--- src/rtl/bp_me_mem_cmd_arbiter.sv ---
// Round-robin arbiter that shares one BedRock mem command/response channel
// among several requesters. The requester index of each forwarded command is
// kept in an order FIFO so that in-order responses are routed back to it.

module bp_me_mem_cmd_arbiter_checker #(
    parameter int num_req_p = 2
) (
    input  logic                 clk_i,
    input  logic                 reset_i,
    input  logic                 mem_resp_v_i,
    input  logic                 fifo_empty_i,
    input  logic [num_req_p-1:0] resp_v_i,
    input  logic [num_req_p-1:0] resp_yumi_i
);

    // Flag responses with nothing outstanding and yumis from non-head requesters
    always @(posedge clk_i) begin
        if (!reset_i) begin
            assert (!(mem_resp_v_i && fifo_empty_i))
                else $warning("mem response arrived with no outstanding command");
            assert ((resp_yumi_i & ~resp_v_i) == {num_req_p{1'b0}})
                else $error("response yumi from a requester that is not at the head");
        end
    end

endmodule

module bp_me_mem_cmd_arbiter #(
    parameter int num_req_p         = 2,
    parameter int msg_width_p       = 128,
    parameter int max_outstanding_p = 4
) (
    input  logic                             clk_i,
    input  logic                             reset_i,
    input  logic [num_req_p*msg_width_p-1:0] req_cmd_i,
    input  logic [num_req_p-1:0]             req_cmd_v_i,
    output logic [num_req_p-1:0]             req_cmd_ready_and_o,
    output logic [msg_width_p-1:0]           req_resp_o,
    output logic [num_req_p-1:0]             req_resp_v_o,
    input  logic [num_req_p-1:0]             req_resp_yumi_i,
    output logic [msg_width_p-1:0]           mem_cmd_o,
    output logic                             mem_cmd_v_o,
    input  logic                             mem_cmd_ready_and_i,
    input  logic [msg_width_p-1:0]           mem_resp_i,
    input  logic                             mem_resp_v_i,
    output logic                             mem_resp_yumi_o
);

    localparam int lg_req_lp  = (num_req_p > 1) ? $clog2(num_req_p) : 1;
    localparam int lg_fifo_lp = $clog2(max_outstanding_p);
    localparam int cnt_w_lp   = $clog2(max_outstanding_p + 1);

    logic [lg_req_lp-1:0]   r_rr_ptr;
    logic [lg_req_lp-1:0]   r_order [max_outstanding_p];
    logic [lg_fifo_lp-1:0]  r_wptr;
    logic [lg_fifo_lp-1:0]  r_rptr;
    logic [cnt_w_lp-1:0]    r_count;

    logic [msg_width_p-1:0] w_req_cmd [num_req_p];
    logic [lg_req_lp-1:0]   w_grant;
    logic [lg_req_lp-1:0]   w_idx;
    logic                   w_found;
    logic [lg_req_lp-1:0]   w_head;
    logic [lg_req_lp-1:0]   w_rr_next;
    logic                   w_full;
    logic                   w_empty;
    logic                   w_push;
    logic                   w_pop;

    // Index rr_ptr + off, wrapped modulo the requester count
    function automatic logic [lg_req_lp-1:0] wrap_idx(input logic [lg_req_lp-1:0] base,
                                                      input int off);
        logic [lg_req_lp:0] sum;
        sum = {1'b0, base} + (lg_req_lp+1)'(off);
        if (sum >= (lg_req_lp+1)'(num_req_p)) begin
            sum = sum - (lg_req_lp+1)'(num_req_p);
        end else begin
            sum = sum;
        end
        return sum[lg_req_lp-1:0];
    endfunction

    for (genvar gi = 0; gi < num_req_p; gi++) begin : g_unpack
        assign w_req_cmd[gi] = req_cmd_i[gi*msg_width_p +: msg_width_p];
    end

    assign w_full    = (r_count == cnt_w_lp'(max_outstanding_p));
    assign w_empty   = (r_count == {cnt_w_lp{1'b0}});
    assign w_head    = r_order[r_rptr];
    assign w_rr_next = (w_grant == lg_req_lp'(num_req_p - 1)) ? {lg_req_lp{1'b0}}
                                                              : w_grant + lg_req_lp'(1);
    assign w_push    = mem_cmd_v_o & mem_cmd_ready_and_i;
    assign w_pop     = mem_resp_yumi_o;

    // Round-robin grant: first valid requester at or after rr_ptr
    always_comb begin
        w_grant = r_rr_ptr;
        w_found = 1'b0;
        w_idx   = r_rr_ptr;
        for (int k = 0; k < num_req_p; k++) begin
            w_idx = wrap_idx(r_rr_ptr, k);
            if (!w_found && req_cmd_v_i[w_idx]) begin
                w_grant = w_idx;
                w_found = 1'b1;
            end else begin
                w_grant = w_grant;
                w_found = w_found;
            end
        end
    end

    // Command forwarding and response routing; full stalls without pop bypass
    always_comb begin
        mem_cmd_o   = w_req_cmd[w_grant];
        mem_cmd_v_o = (|req_cmd_v_i) & ~w_full & ~reset_i;
        req_cmd_ready_and_o = {num_req_p{1'b0}};
        if (!reset_i && !w_full && mem_cmd_ready_and_i) begin
            req_cmd_ready_and_o[w_grant] = 1'b1;
        end else begin
            req_cmd_ready_and_o = {num_req_p{1'b0}};
        end
        req_resp_o   = mem_resp_i;
        req_resp_v_o = {num_req_p{1'b0}};
        if (mem_resp_v_i && !w_empty && !reset_i) begin
            req_resp_v_o[w_head] = 1'b1;
        end else begin
            req_resp_v_o = {num_req_p{1'b0}};
        end
        mem_resp_yumi_o = req_resp_yumi_i[w_head] & req_resp_v_o[w_head];
    end

    // Round-robin pointer, order FIFO pointers and occupancy count
    always_ff @(posedge clk_i) begin
        if (reset_i) begin
            r_rr_ptr <= {lg_req_lp{1'b0}};
            r_wptr   <= {lg_fifo_lp{1'b0}};
            r_rptr   <= {lg_fifo_lp{1'b0}};
            r_count  <= {cnt_w_lp{1'b0}};
        end else begin
            if (w_push) begin
                r_wptr   <= r_wptr + lg_fifo_lp'(1);
                r_rr_ptr <= w_rr_next;
            end else begin
                r_wptr   <= r_wptr;
                r_rr_ptr <= r_rr_ptr;
            end
            if (w_pop) begin
                r_rptr <= r_rptr + lg_fifo_lp'(1);
            end else begin
                r_rptr <= r_rptr;
            end
            case ({w_push, w_pop})
                2'b10:   r_count <= r_count + cnt_w_lp'(1);
                2'b01:   r_count <= r_count - cnt_w_lp'(1);
                default: r_count <= r_count;
            endcase
        end
    end

    // Order FIFO storage: requester index of each forwarded command
    always_ff @(posedge clk_i) begin
        if (w_push) begin
            r_order[r_wptr] <= w_grant;
        end else begin
            r_order[r_wptr] <= r_order[r_wptr];
        end
    end

    bp_me_mem_cmd_arbiter_checker #(
        .num_req_p (num_req_p)
    ) u_checker (
        .clk_i        (clk_i),
        .reset_i      (reset_i),
        .mem_resp_v_i (mem_resp_v_i),
        .fifo_empty_i (w_empty),
        .resp_v_i     (req_resp_v_o),
        .resp_yumi_i  (req_resp_yumi_i)
    );

endmodule
--- config.mk ---
export PLATFORM = sky130hd
export DESIGN_NAME = bp_me_mem_cmd_arbiter
export DESIGN_NICKNAME = d
export VERILOG_FILES = /design/src/rtl/bp_me_mem_cmd_arbiter.sv
export SDC_FILE = /design/constraint.sdc
export NUM_CORES = 1
export LEC_CHECK = 0
export BUFFER_PORTS_ARGS = -buffer_cell sky130_fd_sc_hd__buf_2
export CAP_MARGIN = 20
export CORE_AREA = 2 2 257 259
export CTS_CLUSTER_DIAMETER = 40
export CTS_CLUSTER_SIZE = 20
export DETAILED_ROUTE_END_ITERATION = 7
export DIE_AREA = 0 0 259 261
export GPL_TIMING_DRIVEN = 0
export MAX_ROUTING_LAYER = met4
export PLACE_DENSITY = 0.3
export SKIP_CTS_REPAIR_TIMING = 1
export SLEW_MARGIN = 20
export SYNTH_ARGS = -nofsm -noshare
export SYNTH_HDL_FRONTEND = slang
export SYNTH_SLANG_ARGS = --single-unit
--- constraint.sdc ---
create_clock -name clk_i -period 4.4 [get_ports clk_i]
set_input_delay 0.88 -clock clk_i [delete_from_list [all_inputs] [get_ports clk_i]]
set_output_delay 0.88 -clock clk_i [all_outputs]
set_load 0.01 [all_outputs]
# Yosys cells after proc, flatten, opt, wreduce, memory -nomap -nowiden
# Memories as Yosys holds them, arrays and structs flattened. A register that Yosys moved wholly into a read port is not among the register bits.
# Cells that the tools add are included.
# Widths: inputs -> output; s select.
# totals
out_inout_bits	262
ramBits	4
n_memories	1
regBits	8
elab_cells	79
inputBits	392
# classes
n_eq_ne	4
add_sub_neg	8
n_reduce_logical	15
order_cmp	9
mux	30
bitwise	8
# memory_table
memory	words	word_bits	read_ports	rd_clocked_by_memory_dff	write_ports	line_no	text
r_order	4	1	1	1	1	54	logic [lg_req_lp-1:0] r_order [max_outstanding_p];
# op_table
cell	count
$mux 128	3
$mux 1	20
$lt 1x2->1 const B	4
$mux 2	4
$logic_and 1x1->1	7
$pmux 3 s2	1
$add 2x1->2 const B	2
$and 1x1->1	4
$ge 2x2->1 const B	2
$logic_not 1->1	4
$add 3x1->3 const B	1
$eq 3x3->1 const B	1
$logic_not 3->1	1
$sub 3x1->3 const B	1
$add 1x1->2 const B	1
$demux 1 s1	2
$eq 2x1->1 const B	1
$eq 2x2->1 const B	1
$ge 1x1->1 const B	2
$ge 1x2->1 const B	1
$not 1->1	2
$not 1->2	1
$reduce_and 2->1	1
$reduce_bool 2->1	1
other kinds (5)	6

# Logic depth before layout (Yosys ltp)
# Gate-level depths: netlist of the first run.
# depth
word_depth	13
depth_mapped	8
depth_no_buf	8

# Worst setup path after synthesis of the first run
# No wires, ideal clock.
# synth_path
path_kind	input to output
start	in req_cmd_v_i[0]
end	out mem_cmd_o[85]
setup_slack_ns	1.641
cell_stages	5
t_required_ns	3.520
t_arrival_ns	1.879
path_cell_list	inv_1 maj3_2 buf_6 buf_6 mux2_1
# synth_via
elab_chain_cells	10
# synth_lines
element	line_no	text
from (decl)	36	input logic [num_req_p-1:0] req_cmd_v_i,
$mux 1 (not written as such) (2 in series)	102	if (!w_found && req_cmd_v_i[w_idx]) begin
$mux 1	102	
$logic_not 1->1	102	
$logic_and 1x1->1	102	
$mux 1 *	102	
named net w_grant	60	logic [lg_req_lp-1:0] w_grant;
$not 1->2 (not written as such) *	114	mem_cmd_o = w_req_cmd[w_grant];
$mux 128 (not written as such) * (3 in series)	114	
to (decl)	41	output logic [msg_width_p-1:0] mem_cmd_o,
# Mark *: on every way through the listed nets, which the timed path passes. The rest lies on a longest branch. The select of a mux whose other input is x is not followed.

# Worst setup path after layout of the first run
# layout_path
start	in req_cmd_v_i[0]
end	out mem_cmd_o[79]
# layout_via
elab_chain_cells	10
# layout_lines
element	line_no
$mux 1 (not written as such) (2 in series)	102
$mux 1	102
$logic_not 1->1	102
$logic_and 1x1->1	102
$mux 1 *	102
$not 1->2 (not written as such) *	114
$mux 128 (not written as such) * (3 in series)	114
# Mark *: on every way between the ends. The rest lies on a longest branch, timed or not. The select of a mux whose other input is x is not followed.

==> qor.json, run 1 <==
{
  "outcome": {
    "outcome": "finished clean"
  },
  "cts": {
    "cts.root.buffer_cell": "sky130_fd_sc_hd__clkbuf_16",
    "clkSinkCount": 14,
    "cts_max_level": 1,
    "max_clock_buf_depth": 2,
    "clock_input_transition_at_the_sequential_cells_of_the_worst_setup_and_hold_paths_ns": 0.04,
    "insertion_delay_ns": 0.24,
    "cts-buffers-inserted": 3,
    "tritoncts": "done"
  },
  "floorplan": {
    "chip_width_um": 259,
    "floorplan.core_area_sq_um": 65040,
    "rows": 94,
    "io_pins": 654,
    "initial_core_util_pct": 5.490,
    "floorplan.die_area_sq_um": 67600,
    "dieHeight_um": 261
  },
  "layout": {
    "design.final.nets": 1263,
    "layout_commonest_cell": "sky130_fd_sc_hd__buf_2",
    "flow.area_growth_from_synthesis_pct": 106.2,
    "drive_gt1_share_pct": 92.25,
    "regArea_sq_um": 320.3,
    "most-common-layout-cells": "sky130_fd_sc_hd__buf_2 (529), sky130_fd_sc_hd__buf_4 (128), sky130_fd_sc_hd__mux2_4 (80), sky130_fd_sc_hd__mux2_2 (41)",
    "layout.filler_cells": 7552,
    "finalNonFillerCells": 1730,
    "multi_input_area_sq_um": 2131
  },
  "run": {
    "drv.max_cap_violation_count": 0
  },
  "sta": {
    "unrepaired_setup_endpoints_after_global_routing": "false",
    "worst_pin_slew_ns": 0.5677,
    "max-slew-margin-rel_pct": 62.07,
    "finalWorstPathRequiredPeriod_ns": 3.232,
    "fin_tns_setup_ns": 0,
    "achievable-frequency_mhz": 309.4,
    "hold_viol_final": 0,
    "min_period_over_period_pct": 73.45,
    "drv_slew": 0,
    "final.setup_skew_ns": 0.001329,
    "final-setup-viol-count": 0
  },
  "detailed_routing": {
    "number_of_remaining_drc_errors": 0,
    "drt_first_pass_iters": 4,
    "vias_per_inst": 2.525,
    "wl_um": 20760,
    "final_antenna_net_count": 0,
    "routedWlPerCell_um": 12.00,
    "vias_after_detailed_routing": 4368,
    "drtIter0Drc": 79
  },
  "synthesis": {
    "post_synth_instance_area_sq_um": 3571,
    "mean_area_per_synthesized_cell_sq_um": 10.66,
    "fraction_of_synthesized_cell_area_taken_by_the_top_area_cell_type_pct": 33.64,
    "ys_seq_elements": 14,
    "synth_cell_types": 32,
    "seq_area_frac_synth_pct": 8.970,
    "synth_area_leaders": "sky130_fd_sc_hd__mux2_4 (34%), sky130_fd_sc_hd__buf_4 (27%), sky130_fd_sc_hd__mux2_2 (13%)",
    "largest_area_contributor_in_the_netlist": "sky130_fd_sc_hd__mux2_4",
    "postSynthNetCount": 733,
    "synth-warning-count": 0,
    "syn-instance-count": 335
  },
  "critical_path": {
    "delay_of_the_slowest_cell_on_the_worst_path_ns": 0.34,
    "startpoint_type": "primary input",
    "arrival_worst_endpoint_ns": 2.35,
    "path_max_fanout": 10,
    "critical_path.reg2reg.endpoint": "r_count[2]$_SDFFE_PP0P_",
    "critical_path.slowest_cell": "sky130_fd_sc_hd__mux2_4",
    "worst_path_dominant_cell_family": "buffers and inverters",
    "crit_buf_inv": 5,
    "regToRegSetupSlack_ns": 1.67,
    "crit_path_cell_trace": "buf_2 -> inv_1 -> maj3_2 -> buf_6 -> buf_6 -> mux2_4 -> buf_2",
    "worst-r2r-cell-count": 8,
    "criticalPathCategory": "primary input to output port",
    "critical_path.endpoint_type": "output port",
    "worst_r2r_startpoint": "r_order[3]$_DFFE_PP_",
    "worstPathRequired_ns": 3.52
  },
  "placement": {
    "detailed_place_hpwl_um": 19440,
    "numPlacedInstances": 1724,
    "port-buffer-count": 525,
    "gpl.final_weighted_congestion": 0.7314
  },
  "grt": {
    "antenna_violations_before_repair": 3,
    "first_pass_grt_wire_length_um": 25760,
    "all_layer_global_routing_usage_pct": 5.238,
    "grt_overflow": 0,
    "first_global_vias": 4230,
    "pin_count_of_the_biggest_net_entering_global_routing": 14
  },
  "power": {
    "p_per_area_nw_per_um2": 145.1,
    "static-leakage-power_nw": 3.872,
    "vdd_drop_max_mv": 0.1621
  },
  "worst_hold_path": {
    "worstHoldPathCells": 1,
    "holdCritStartpoint": "r_rptr[1]$_SDFFE_PP0P_",
    "timing.hold.worst_endpoint": "r_rptr[1]$_SDFFE_PP0P_",
    "hp_class": "flop to flop"
  }
}
## layout make-up
cell class,count,area share (%)
inverter,6,0.3059
multi-input combinational,172,28.94
buffer,143,14.90
tap,864,14.68
sequential,14,4.350
timing repair buffer,525,35.68
clock buffer,4,1.071
antenna,2,0.06797
## stage by stage
| stage | hold WS (ns) | setup WS (ns) | instance area [sq um] | utilization [%] | power, mW |
|---|---|---|---|---|---|
| floorplan | 0.4342 | 1.641 | 3571 | - | 0.5644 |
| global placement | 0.4657 | 1.069 | 7279 | 11.19 | 0.9183 |
| detailed placement | 0.4710 | 1.056 | 7279 | 11.19 | 0.9159 |
| CTS | 0.4776 | 1.055 | 7358 | 11.31 | 1.092 |
| global route | 0.5005 | 1.013 | 7358 | 11.31 | 1.138 |
| finish | 0.4716 | 1.168 | 7363 | 11.32 | 1.068 |
## report_power, final
part | leakage [nW] | internal [mW] | switching, mW
combinational | 3.72 | 0.430 | 0.327
sequential | 0.118 | 0.138 | 0.00500
clock | 0.0382 | 0.122 | 0.0465
total | 3.87 | 0.690 | 0.378
## kinds of logic after synthesis
logic type               count (synthesis)  synth area share, %
buffers and inverters                  149                31.36
AND/OR/NAND/NOR                         20                3.539
flip-flops                              14                8.970
XOR/XNOR                                 3               0.7359
AO/OA/AOI/OAI                           10                2.418
multiplexers                           132                50.35
adder cells (fa/ha/maj)                  7                2.628
## synth_stat cells
master / count
sky130_fd_sc_hd__a21oi_1: 4
sky130_fd_sc_hd__a311oi_1: 1
sky130_fd_sc_hd__and2_1: 5
sky130_fd_sc_hd__buf_2: 4
sky130_fd_sc_hd__buf_4: 128
sky130_fd_sc_hd__buf_6: 10
sky130_fd_sc_hd__clkbuf_1: 1
sky130_fd_sc_hd__dfxtp_1: 10
sky130_fd_sc_hd__edfxtp_1: 4
sky130_fd_sc_hd__fa_1: 1
sky130_fd_sc_hd__ha_1: 5
sky130_fd_sc_hd__inv_1: 6
sky130_fd_sc_hd__maj3_2: 1
sky130_fd_sc_hd__mux2_1: 7
sky130_fd_sc_hd__mux2_2: 41
sky130_fd_sc_hd__mux2_4: 80
sky130_fd_sc_hd__mux2i_1: 2
sky130_fd_sc_hd__mux2i_2: 1
sky130_fd_sc_hd__mux4_2: 1
sky130_fd_sc_hd__nor2_1: 7
sky130_fd_sc_hd__nor2b_1: 2
sky130_fd_sc_hd__nor3_1: 1
sky130_fd_sc_hd__nor3b_1: 2
sky130_fd_sc_hd__nor4b_4: 1
sky130_fd_sc_hd__o21ai_0: 1
sky130_fd_sc_hd__o21ai_2: 1
sky130_fd_sc_hd__o311ai_0: 1
sky130_fd_sc_hd__o311ai_4: 1
sky130_fd_sc_hd__o41ai_1: 1
sky130_fd_sc_hd__or3_1: 2
sky130_fd_sc_hd__xnor2_1: 2
sky130_fd_sc_hd__xor2_1: 1
## metal layers
layer / GRT usage (%) / routed length, um
met5: - / 0
met3: 0.8227 / 2081
met4: 0.3854 / 104
met2: 9.626 / 10860
met1: 6.218 / 7717
## worst max-delay path by stage
stage	depth (start not counted)	slack (ns)	end	startpoint
floorplan	5	1.64	mem_cmd_o[85]	req_cmd_v_i[0]
global placement	7	1.07	mem_cmd_o[28]	req_cmd_v_i[0]
detailed placement	7	1.06	mem_cmd_o[28]	req_cmd_v_i[0]
CTS	7	1.06	mem_cmd_o[28]	req_cmd_v_i[0]
global route	7	1.01	mem_cmd_o[28]	req_cmd_v_i[0]
finish	7	1.17	mem_cmd_o[79]	req_cmd_v_i[0]
No activity file was read; power rests on OpenSTA's default activity.
==> run 2, diff against run 1 <==
--- a/config.mk
+++ b/config.mk
@@ -7,11 +7,11 @@
 export LEC_CHECK = 0
 export BUFFER_PORTS_ARGS = -buffer_cell sky130_fd_sc_hd__buf_2
 export CAP_MARGIN = 20
-export CORE_AREA = 2 2 257 259
+export CORE_AREA = 2 2 252 254
 export CTS_CLUSTER_DIAMETER = 40
 export CTS_CLUSTER_SIZE = 20
 export DETAILED_ROUTE_END_ITERATION = 7
-export DIE_AREA = 0 0 259 261
+export DIE_AREA = 0 0 254 256
 export GPL_TIMING_DRIVEN = 0
 export MAX_ROUTING_LAYER = met4
 export PLACE_DENSITY = 0.3
==> constraint.sdc (replaced) <==
create_clock -name clk_i -period 3 [get_ports clk_i]
set_input_delay 0.6 -clock clk_i [delete_from_list [all_inputs] [get_ports clk_i]]
set_output_delay 0.6 -clock clk_i [all_outputs]
set_load 0.01 [all_outputs]
==> run 2 against run 1 <==
  * Sequential power is 46% higher
  * Non-clock buffer count unchanged
  * Setup slack worse by 0.92 ns
  * Hold slack better by 0.0087 ns
  * Sequential share of layout area about the same
  * Core utilization is 0.44 points higher
  * Final cell count fell by 1.1%
  * Wire length down 2.4%
==> qor.json, run 2 (synthesis results as in run 1) <==
{
  "cts": {
    "insertion_delay": {"value": 0.24, "unit": "ns", "change": "about the same"},
    "cts_max_level": {"value": 1, "change": "unchanged"},
    "tritoncts": "done",
    "max_clock_buf_depth": {"value": 2, "change": "unchanged"},
    "cts.root.buffer_cell": "sky130_fd_sc_hd__clkbuf_16",
    "cts-buffers-inserted": {"value": 3, "change": "unchanged"},
    "clock_input_transition_at_the_sequential_cells_of_the_worst_setup_and_hold_paths": {"value": 0.05, "unit": "ns", "change": "about the same"},
    "clkSinkCount": {"value": 14, "change": "unchanged"}
  },
  "grt": {
    "first_pass_grt_wire_length": {"value": 26500, "unit": "um", "change": "+2.9%"},
    "all_layer_global_routing_usage": {"value": 5.575, "unit": "%", "change": "+0.34 points"},
    "first_global_vias": {"value": 4302, "change": "+1.7%"},
    "antenna_violations_before_repair": {"value": 2, "change": "-1"},
    "grt_overflow": {"value": 0, "change": "unchanged"},
    "pin_count_of_the_biggest_net_entering_global_routing": {"value": 14, "change": "unchanged"}
  },
  "layout": {
    "layout_commonest_cell": "sky130_fd_sc_hd__buf_2",
    "regArea": {"value": 320.3, "unit": "sq um", "change": "unchanged"},
    "flow.area_growth_from_synthesis_pct": 105.5,
    "design.final.nets": {"value": 1263, "change": "unchanged"},
    "most-common-layout-cells": "sky130_fd_sc_hd__buf_2 (529), sky130_fd_sc_hd__buf_4 (128), sky130_fd_sc_hd__mux2_4 (80), sky130_fd_sc_hd__mux2_2 (41)",
    "multi_input_area": {"value": 2131, "unit": "sq um", "change": "unchanged"},
    "fin_util": {"value": 11.76, "unit": "%", "change": "+0.44 points"},
    "layout.filler_cells": {"value": 7246, "change": "-4.1%"},
    "drive_gt1_share": {"value": 92.25, "unit": "%", "change": "unchanged"}
  },
  "worst_hold_path": {
    "holdCritStartpoint": "r_rptr[1]$_SDFFE_PP0P_",
    "worstHoldPathCells": {"value": 1, "change": "unchanged"},
    "timing.hold.worst_endpoint": "r_rptr[1]$_SDFFE_PP0P_",
    "hp_class": "flop to flop"
  },
  "placement": {
    "port-buffer-count": {"value": 525, "change": "unchanged"},
    "detailed_place_hpwl": {"value": 18700, "unit": "um", "change": "-3.8%"},
    "gpl.final_weighted_congestion": {"value": 0.7447, "change": "+1.8%"}
  },
  "sta": {
    "max-slew-margin-rel": {"value": 60.67, "unit": "%", "change": "-1.4 points"},
    "final.setup_skew": {"value": 0.0005247, "unit": "ns", "change": "-0.0008046 ns"},
    "unrepaired_setup_endpoints_after_global_routing": "false",
    "worst_pin_slew": {"value": 0.5886, "unit": "ns", "change": "+0.02095 ns"},
    "min_period_over_period_pct": 91.78,
    "final-setup-viol-count": {"value": 0, "change": "unchanged"},
    "achievable-frequency_mhz": 363.2,
    "fin_tns_setup": {"value": 0, "unit": "ns", "change": "unchanged"},
    "finalWorstPathRequiredPeriod_ns": 2.753,
    "finalHoldWorstSlack": {"value": 0.4804, "unit": "ns", "change": "+0.008736 ns"},
    "drv_slew": {"value": 0, "change": "unchanged"},
    "hold_viol_final": {"value": 0, "change": "unchanged"}
  },
  "detailed_routing": {
    "routedWlPerCell": {"value": 11.85, "unit": "um", "change": "-1.3%"},
    "final_antenna_net_count": {"value": 0, "change": "unchanged"},
    "vias_per_inst": {"value": 2.560, "change": "+1.4%"},
    "drtIter0Drc": {"value": 115, "change": "+46%"},
    "drt_first_pass_iters": {"value": 4, "change": "unchanged"},
    "number_of_remaining_drc_errors": {"value": 0, "change": "unchanged"},
    "wl": {"value": 20270, "unit": "um", "change": "-2.4%"},
    "vias_after_detailed_routing": {"value": 4381, "change": "+0.30%"}
  },
  "run": {
    "drv.max_cap_violation_count": {"value": 0, "change": "unchanged"}
  },
  "critical_path": {
    "path_max_fanout": {"value": 5, "change": "-5"},
    "worst_path_dominant_cell_family": "multiplexers",
    "critical_path.slowest_cell": "sky130_fd_sc_hd__mux4_2",
    "critical_path.endpoint_type": "flop",
    "arrival_worst_endpoint": {"value": 2.93, "unit": "ns", "change": "+0.58 ns"},
    "criticalPathCategory": "flop to flop",
    "startpoint_type": "flop",
    "worstPathRequired": {"value": 3.17, "unit": "ns", "change": "-0.35 ns"},
    "worst_r2r_startpoint": "r_order[3]$_DFFE_PP_",
    "regToRegSetupSlack": {"value": 0.25, "unit": "ns", "change": "-1.42 ns"},
    "delay_of_the_slowest_cell_on_the_worst_path": {"value": 0.55, "unit": "ns", "change": "+0.21 ns"},
    "crit_path_cell_trace": "mux4_2 -> mux2i_2 -> nor2_1 -> ha_1 -> fa_1 -> xnor2_1 -> or3_1 -> a21oi_1",
    "worst-r2r-cell-count": {"value": 8, "change": "unchanged"},
    "critical_path.reg2reg.endpoint": "r_count[2]$_SDFFE_PP0P_",
    "crit_buf_inv": {"value": 0, "change": "-5"}
  },
  "floorplan": {
    "initial_core_util": {"value": 5.724, "unit": "%", "change": "+0.23 points"},
    "rows": {"value": 92, "change": "-2.1%"},
    "dieHeight": {"value": 256, "unit": "um", "change": "-1.9%"},
    "chip_width": {"value": 254, "unit": "um", "change": "-1.9%"},
    "floorplan.core_area": {"value": 62390, "unit": "sq um", "change": "-4.1%"},
    "io_pins": {"value": 654, "change": "unchanged"},
    "floorplan.die_area": {"value": 65020, "unit": "sq um", "change": "-3.8%"}
  },
  "power": {
    "vdd_drop_max": {"value": 0.1527, "unit": "mV", "change": "-5.8%"},
    "static-leakage-power": {"value": 3.872, "unit": "nW", "change": "about the same"},
    "p_per_area": {"value": 213.3, "unit": "nW/um^2", "change": "+47%"}
  },
  "outcome": {
    "outcome": "finished clean"
  }
}
run 2: worst max-delay path by stage:
stage	depth (start not counted)	start	end
3_5_place_dp	8	r_order[3]$_DFFE_PP_	r_count[2]$_SDFFE_PP0P_
2_1_floorplan	8	flop	r_count[2]$_SDFFE_PP0P_
3_3_place_gp	8	r_order[3]$_DFFE_PP_	r_count[2]$_SDFFE_PP0P_
5_1_grt	8	r_order[3]$_DFFE_PP_	r_count[2]$_SDFFE_PP0P_
6_report	8	r_order[3]$_DFFE_PP_	r_count[2]$_SDFFE_PP0P_
4_1_cts	8	r_order[3]$_DFFE_PP_	r_count[2]$_SDFFE_PP0P_
run 2: final cells by class:
cell class / instances / area share (%)
repair buffers: 525 / 35.81
well taps: 846 / 14.42
diodes: 1 / 0.03410
clock buffers: 3 / 1.023
multi-input cells: 172 / 29.04
plain buffers: 143 / 14.95
clock inverters: 1 / 0.05115
flip-flops and latches: 14 / 4.365
inverters: 6 / 0.3069
run 2: where the power goes:
part / internal (mW) / switching, mW / leakage, nW / total, mW
registers: 0.202 / 0.00740 / 0.118 / 0.209
clock network: 0.177 / 0.0799 / 0.0385 / 0.256
logic: 0.630 / 0.470 / 3.72 / 1.10
total: 1.01 / 0.557 / 3.87 / 1.57
run 2: per-layer routing:
metal	share of wire (%)	global-route usage, %	up-vias
li1	-	-	2087
met1	38	6.048	1971
met2	52	10.58	309
met3	8.4	0.9763	14
met4	1.4	0.9314	0
met5	0	-	-
run 2: per-stage QoR:
stage | setup WS [ns] | instance area [sq um] | power, mW | cells
finish | 0.2467 | 7338 | 1.565 | 1711
global route | 0.02982 | 7338 | 1.672 | 1711
CTS | 0.1512 | 7336 | 1.599 | 1710
detailed placement | 0.1640 | 7257 | 1.336 | 1706
global placement | 0.1652 | 7257 | 1.342 | 1706
floorplan | 0.5072 | 3571 | 0.8278 | 335
